--- src/rtl/i2s_tx_feeder.sv ---
// I2S transmit feeder: sck/ws generation, stereo-pair FIFO and held output pair for the serializer.
// Build option I2S_HOLD_ON_UNDERRUN_EN: an empty-FIFO pop repeats the last pair instead of sending zeros.
//
// state | meaning
// ------+----------------------------------------------------------
// IDLE  | sck/ws held low, counters cleared, waiting for enable
// PRIME | one cycle; pops the first pair before the clocks start
// RUN   | sck/ws running; every ws 1->0 toggle pops the next pair
module i2s_tx_feeder #(
    parameter int DW    = 16,
    parameter int DEPTH = 32,
    parameter int AW    = 5,
    parameter int DIV   = 4
) (
    input  logic          clk,
    input  logic          reset_n,
    input  logic          enable,
    input  logic          wr_valid,
    output logic          wr_ready,
    input  logic [DW-1:0] wr_left,
    input  logic [DW-1:0] wr_right,
    output logic          sck,
    output logic          ws,
    output logic [DW-1:0] data_left,
    output logic [DW-1:0] data_right,
    output logic [AW:0]   fill_level,
    output logic          underrun,
    input  logic          underrun_clr
);

    localparam int DCW = (DIV > 1) ? $clog2(DIV) : 1;
    localparam int BCW = (DW > 1) ? $clog2(DW) : 1;
    localparam logic [DCW-1:0] DIV_LAST = DCW'(DIV - 1);
    localparam logic [BCW-1:0] BIT_LAST = BCW'(DW - 1);
    localparam logic [AW:0]    FULL_CNT = (AW + 1)'(DEPTH);

    typedef enum logic [1:0] {
        ST_IDLE  = 2'd0,
        ST_PRIME = 2'd1,
        ST_RUN   = 2'd2
    } state_t;

    state_t          state;
    logic [DCW-1:0]  div_cnt;
    logic [BCW-1:0]  bit_cnt;

    logic [2*DW-1:0] mem [DEPTH];
    logic [AW-1:0]   wr_ptr;
    logic [AW-1:0]   rd_ptr;
    logic [AW:0]     count;
    logic [2*DW-1:0] head;

    logic wr_acc;
    logic div_wrap;
    logic sck_fall;
    logic word_end;
    logic frame_start;
    logic pop_evt;
    logic fifo_empty;
    logic pop_do;

    assign wr_ready    = (count != FULL_CNT);
    assign fill_level  = count;
    assign wr_acc      = wr_valid && wr_ready;
    assign fifo_empty  = (count == '0);
    assign head        = mem[rd_ptr];

    assign div_wrap    = (state == ST_RUN) && (div_cnt == DIV_LAST);
    assign sck_fall    = div_wrap && sck;
    assign word_end    = sck_fall && (bit_cnt == BIT_LAST);
    assign frame_start = enable && word_end && ws;
    assign pop_evt     = ((state == ST_PRIME) && enable) || frame_start;
    // Emptiness is judged before this cycle's write, so a same-cycle write never rescues a pop.
    assign pop_do      = pop_evt && !fifo_empty;

    always_ff @(posedge clk) begin
        if (wr_acc) begin
            mem[wr_ptr] <= {wr_left, wr_right};
        end
    end

    always_ff @(posedge clk or negedge reset_n) begin
        if (!reset_n) begin
            wr_ptr <= '0;
            rd_ptr <= '0;
            count  <= '0;
        end else begin
            if (wr_acc) begin
                wr_ptr <= wr_ptr + 1'b1;
            end
            if (pop_do) begin
                rd_ptr <= rd_ptr + 1'b1;
            end
            case ({wr_acc, pop_do})
                2'b10:   count <= count + 1'b1;
                2'b01:   count <= count - 1'b1;
                default: count <= count;
            endcase
        end
    end

    always_ff @(posedge clk or negedge reset_n) begin
        if (!reset_n) begin
            state   <= ST_IDLE;
            sck     <= 1'b0;
            ws      <= 1'b0;
            div_cnt <= '0;
            bit_cnt <= '0;
        end else begin
            case (state)
                ST_IDLE: begin
                    sck     <= 1'b0;
                    ws      <= 1'b0;
                    div_cnt <= '0;
                    bit_cnt <= '0;
                    if (enable) begin
                        state <= ST_PRIME;
                    end
                end
                ST_PRIME: begin
                    sck     <= 1'b0;
                    ws      <= 1'b0;
                    div_cnt <= '0;
                    bit_cnt <= '0;
                    state   <= enable ? ST_RUN : ST_IDLE;
                end
                ST_RUN: begin
                    if (!enable) begin
                        state   <= ST_IDLE;
                        sck     <= 1'b0;
                        ws      <= 1'b0;
                        div_cnt <= '0;
                        bit_cnt <= '0;
                    end else if (div_wrap) begin
                        div_cnt <= '0;
                        sck     <= ~sck;
                        if (sck) begin
                            if (bit_cnt == BIT_LAST) begin
                                bit_cnt <= '0;
                                ws      <= ~ws;
                            end else begin
                                bit_cnt <= bit_cnt + 1'b1;
                            end
                        end
                    end else begin
                        div_cnt <= div_cnt + 1'b1;
                    end
                end
                default: begin
                    state   <= ST_IDLE;
                    sck     <= 1'b0;
                    ws      <= 1'b0;
                    div_cnt <= '0;
                    bit_cnt <= '0;
                end
            endcase
        end
    end

    always_ff @(posedge clk or negedge reset_n) begin
        if (!reset_n) begin
            data_left  <= '0;
            data_right <= '0;
            underrun   <= 1'b0;
        end else begin
            if (pop_evt) begin
                if (!fifo_empty) begin
                    data_left  <= head[2*DW-1:DW];
                    data_right <= head[DW-1:0];
                end else begin
`ifdef I2S_HOLD_ON_UNDERRUN_EN
                    data_left  <= data_left;
                    data_right <= data_right;
`else
                    data_left  <= '0;
                    data_right <= '0;
`endif
                end
            end
            if (pop_evt && fifo_empty) begin
                underrun <= 1'b1;
            end else if (underrun_clr) begin
                underrun <= 1'b0;
            end
        end
    end

endmodule

--- config.mk ---
export PLATFORM = sky130hd
export DESIGN_NAME = i2s_tx_feeder
export DESIGN_NICKNAME = d
export VERILOG_FILES = /design/src/rtl/i2s_tx_feeder.sv
export SDC_FILE = /design/constraint.sdc
export NUM_CORES = 1
export LEC_CHECK = 0
export ABC_AREA = 0
export BUFFER_PORTS_ARGS = -buffer_cell sky130_fd_sc_hd__buf_2
export CAP_MARGIN = 0
export CORE_MARGIN = 4
export CORE_UTILIZATION = 62
export DETAILED_ROUTE_END_ITERATION = 8
export PLACE_DENSITY = 0.79
export SYNTH_ARGS = -nofsm -noshare
export SYNTH_HDL_FRONTEND = slang
export SYNTH_SLANG_ARGS = --single-unit
--- constraint.sdc ---
create_clock -name clk -period 3.3 [get_ports clk]
set_input_delay 0.165 -clock clk [delete_from_list [all_inputs] [get_ports clk]]
set_output_delay 0.165 -clock clk [all_outputs]
set_load 0.01 [all_outputs]
Word-level counts from Yosys, hierarchy flattened

Memory sizes are Yosys's and may differ from the RTL's.
Index checks and enable logic that the tools add are counted.

Equality and inequality tests: 12
Reduce and logical (&&, ||, !) cells: 18
Add/subtract/negate cells: 6
Muxes and demuxes: 27
Bitwise gates (word level): 2

Operator list:

| operator            | count |
|---|---|
| $mux 16             | 2 |
| $mux 4              | 5 |
| $mux 1              | 12 |
| $mux 2              | 6 |
| $pmux 6 s2          | 1 |
| $add 5x1->5 const B | 2 |
| $logic_and 1x1->1   | 9 |
| $add 6x1->6 const B | 1 |
| $eq 2x2->1 const B  | 3 |
| $logic_not 6->1     | 1 |
| $ne 3x3->1 const B  | 2 |
| $ne 6x6->1 const B  | 1 |
| $pmux 2 s3          | 1 |
| $sub 6x1->6 const B | 1 |
| $add 4x1->4 const B | 1 |
| $eq 2x1->1 const B  | 2 |
| $eq 4x4->1 const B  | 1 |
| $ne 2x2->1 const B  | 2 |
| $reduce_and 2->1    | 2 |
| $reduce_bool 2->1   | 2 |
| $ne 3x2->1 const B  | 1 |
| $reduce_and 3->1    | 1 |
| $add 2x1->2 const B | 1 |
| $logic_not 2->1     | 1 |
| other kinds (3)     | 4 |

Output and inout bits: 42
Input port bits: 37
Memories: 1
Bits in registers: 59
Memory bits (writable): 1024
Word-level logic and storage cells: 77

Memories:

| name | depth | bits a word | rd ports | clocked after Yosys merged registers in | wr ports | RTL line | source |
|---|---|---|---|---|---|---|---|
| mem  | 32    | 32          | 1        | 0                                       | 1        | 47       | `logic [2*DW-1:0] mem [DEPTH];` |

Longest topological paths before layout

Depth after elaboration: 10
Gate-level depth with buffers: 14
Gate-level depth less buffers: 13

Worst setup path before layout

OpenSTA, ideal clock, no wires.

Path kind: register to register
From: register count[0] (netlist: fill_level[0])
To: memory mem[31][0] (netlist bit), enable pin
Arrival time: 2537 ps
Path slack: 341 ps
Required time: 2879 ps
Setup time: 421 ps
Stages on the path, launching flop included: 7
Path buffers: 2
Clock period less this slack: 2959 ps
Cell sequence: dfrtp_1 -> or4_1 -> o31a_1 -> buf_2 -> nand2_1 -> buf_4 -> nor2_1

Cells in the longest elaborated chain, start to end: 4

Ends and longest elaborated chain:

| element                      | RTL line | source |
|---|---|---|
| start: declaration           | 50       | `logic [AW:0] count;` |
| start signal: assignment     | 95       | `2'b10: count <= count + 1'b1;` |
| start signal: assignment     | 96       | `2'b01: count <= count - 1'b1;` |
| start signal: assignment     | 97       | `default: count <= count;` |
| $ne 6x6->1                   | 62       | `assign wr_ready = (count != FULL_CNT);` |
| $logic_and 1x1->1            | 64       | `assign wr_acc = wr_valid && wr_ready;` |
| $mux 1                       | 77       | `if (wr_acc) begin` |
| $mux 1 (not written as such) | 78       | `mem[wr_ptr] <= {wr_left, wr_right};` |
| end: declaration             | 47       |  |

No other way between the ends.

Final worst setup path

From: register count[2] (netlist: fill_level[2])
To: memory mem[28][7] (netlist bit), enable pin

Same word-level chain as after synthesis.

==> impl_results.md <==
* Relative slew margins at 11.49%
* Portion of synthesized cell area occupied by the leading cell type at 72.94%
* Clock network latency to the later pin of the worst-skew pair at 660 ps
* Share of synthesized area spent on multiplexers at 11.96%
* Arrival time of the worst setup path at 3470 ps
* Number of design rule violations left after detail routing at 0
* Fraction of layout cells with a size suffix above 1 at 16.10%
* Top library cells by usage in the layout, fill and taps aside: edfxtp_1, mux2i_1, o22ai_1, clkbuf_16
* Type of the tightest min-delay check: in2reg
* Die Footprint at 72,230 um2
* Mapped Nets at 2,374
* Post-cts resize count at 0
* Ys async rst share at 5.448%
* Final nets at 2,510
* Shortest clock period the worst path allows after layout at 3138 ps
* Number of routed nets with antenna violations at 0
* Number of setup buffers added after CTS at 0
* Switching share of power at 30.44%
* Worst path max stage delay at 700 ps
* Final Wtd Congestion at 0.8488
* Setup repair after global routing missed its margin: false
* Sum of net half-perimeters after detailed placement at 57,670 um
* Biggest area consumer among synthesized cells: edfxtp_1
* Routed length per placed instance at 29.28 um
* Via-per-instance ratio at 6.648
* Achievable clock frequency at 318.6 MHz
* Std cell rows at 95
* Static leakage at 16.15 nW
* Length of the first detailed-routing pass in iterations at 6
* Critical path, cell by cell: or4_1 -> o31a_1 -> nand2_1 -> buf_4 -> nor2_4 -> buf_4
* Final setup skew at 24.32 ps
* CTS Hold Bufs at 3
* Data required time of the critical path at 3630 ps
* Critical path fanouts, max at 20
* Most frequent standard cell in the layout excluding fill and tap cells: edfxtp_1
* Xor and xnor fraction of the mapped netlist area at 0.3116%
* Part of the power in the clock network at 29.6%
* Post-synthesis sequential element count at 1,083
* Synth Cell Area at 42,160 um2
* Critical path capture point type: flop
* Routed vias at 22,760
* Top delay family on crit path: simple AND/OR/NAND/NOR gates
* Startpoint-to-endpoint class of the critical path: reg2reg
* Core area at 67,280 um2
* Status: finished, final reports clean
* Combinational Power Share at 25.7%
* Total negative slack at 0 ps
* Clock sink count at 1,083
* Distinct cell type count of the synthesized netlist at 53
* Layout Area Growth over Synthesis at 11.82%
* Total routing usage reported by global routing at 27.97%
* Total clock buffers created by CTS at 99
* Overall Power at 37.61 mW
* Post-synthesis share of cell area spent on and, or, nand and nor gates at 3.692%
* Wire length of the first global-routing pass at 148,200 um
* Combined buffer and inverter count along the critical path at 2
* Number of antenna violations at the first check in global routing at 4
* Final Setup Violations at 0
* Final count of pins violating max slew at 0
* Congestion Overflow GR at 0
* First DRT Iteration DRCs at 2,938
* Slowest-stage cell, CP: nor2_4
* Cell internal pwr at 26.16 mW
* Register share of total power at 44.6%
* Count of buffers from port buffering at 78
* Actual slew at the worst max-slew pin at 1324 ps
* Number of global-route vias before repair at 23,080
* Maximum level of the CTS H-tree at 3
* Compound-Gate Fraction of Synth Area at 5.031%
* Wire length reported by the detailed router at 100,200 um
* Max cap viols at 0
* Root Buffer Master: clkbuf_16
* Final count of hold timing violations at 0
* Power per standard cell area at 797.7 nW/um2
* I/O pin total at 79
* Peak ir drop on the vdd network at 599.3 uV
* Nature of the critical path startpoint: flop
* Share of the yosys chip area belonging to registers at 76.45%
* Most common flop cell mapped by yosys: edfxtp_1
* Pin count of the biggest net entering global routing at 60
* Crit share post-route at 95.11%
* Vertical die dimension at 268.8 um
* Max Buffers Root-to-Sink at 3
* Net switching power of the design at 11.45 mW
* Post-Syn Instances at 2,324
* Clock transition time at the flip-flop clock pins of the worst setup and hold paths at 60 ps
* Post-synthesis adder-cell area fraction at 0.4037%
* CTS tree: built
* Main combinational cell family by area after synthesis: multiplexers
* Critical path's most frequent cell: buf_4
* Number of enable flip-flop cells after synthesis at 1,024
* Number of warning messages in the yosys log at 0
* Horizontal die dimension at 268.8 um
* Initial Util at 62.66%
* Synth Area per Inst at 18.14 um2
* Top cells by area, synth: edfxtp_1, mux2i_1, dfrtp_1
cell type report:
cell class / count / area [um2]
inverter: 11 / 41.29
sequential: 1083 / 32240
antenna: 3 / 7.507
timing repair buffer: 173 / 1314
clock inverter: 48 / 419.2
multi-input combinational: 1092 / 9296
tap: 873 / 1092
clock buffer: 140 / 2731
fill: 3922 / 20140
synth_stat cells, types with 10 or more instances:
library cell     n
nor2_1          84
nand3_1         40
or4_1           28
o31ai_1         25
nor3_1          15
clkbuf_1        36
o22ai_2         10
dfrtp_1         59
o22ai_1        148
mux4_2          35
buf_4           30
a21oi_1         18
edfxtp_1      1024
o21ai_0         57
o22a_1          18
buf_2           42
ha_1            12
buf_6           23
inv_1           10
nor4_1          38
nand2_1         41
a211o_1         18
nor3b_1         19
mux2i_1        425
cell families (layout without fill, tap and decap cells):
logic type      count (synthesis)  in the layout
compound gates                311            311
xor+xnor                       15             15
simple gates                  293            293
fa+ha+maj                      13             13
other cells                     0              3
buf+inv                       149            372
mux                           460            460
flops                        1083           1083
through the flow:
step	instances	setup WS, ps	instance area (um2)	hold slack, ps	util (%)
after floorplan	2324	341.4	42160	-130.6	-
after global placement	3229	244.6	43950	354.3	65.33
after detailed placement	3229	240.1	43950	369.0	65.33
after CTS	3420	207.0	47130	0.2836	70.06
after global routing	3422	66.46	47140	45.99	70.07
final	3423	161.5	47140	33.30	70.07
layer usage:
layer | global-route usage (%) | vias up | wire length [um] | part of all wire, %
met5 | 0 | - | 12 | 0.012
met4 | 9.353 | 2 | 2995 | 3.0
met3 | 6.533 | 215 | 10980 | 11
met2 | 44.89 | 1380 | 48660 | 49
met1 | 38.77 | 11540 | 37600 | 38
li1 | - | 9624 | - | -
registers in the layout (all words and copies together), names as in the netlist:
| name | cells |
|---|---|
| wr_ptr | 5 |
| div_cnt | 2 |
| underrun | 1 |
| ws | 1 |
| sck | 1 |
| data_right | 16 |
| fill_level | 6 |
| data_left | 16 |
| bit_cnt | 4 |
| state | 2 |
| mem | 1024 |
| rd_ptr | 5 |
power by group through the flow:
stage	clock (mW)	combinational [mW]	sequential, mW
floorplan	0	6.50	16.8
global placement	0	9.28	17.0
detailed placement	0	9.45	17.0
CTS	11.2	9.56	16.8
global route	11.8	10.2	16.8
finish	11.1	9.67	16.8
path summary, 6_finish.rpt:
check	start	endpoint	slack, ps	cells past startpoint
worst max-delay path	fill_level[2]$_DFFE_PN0P_	mem[28][7]$_DFFE_PP_	160	6
worst min-delay path	wr_right[0]	mem[17][0]$_DFFE_PP_	30	1
worst max register to register	fill_level[2]$_DFFE_PN0P_	mem[28][7]$_DFFE_PP_	160	6
worst min register to register	div_cnt[0]$_DFF_PN0_	div_cnt[0]$_DFF_PN0_	460	1
max in group asynchronous	reset_n	rd_ptr[2]$_DFFE_PN0P_	2350	2
min in group asynchronous	reset_n	data_left[10]$_DFFE_PN0N_	210	2
Power figures use the tool's default switching activity.
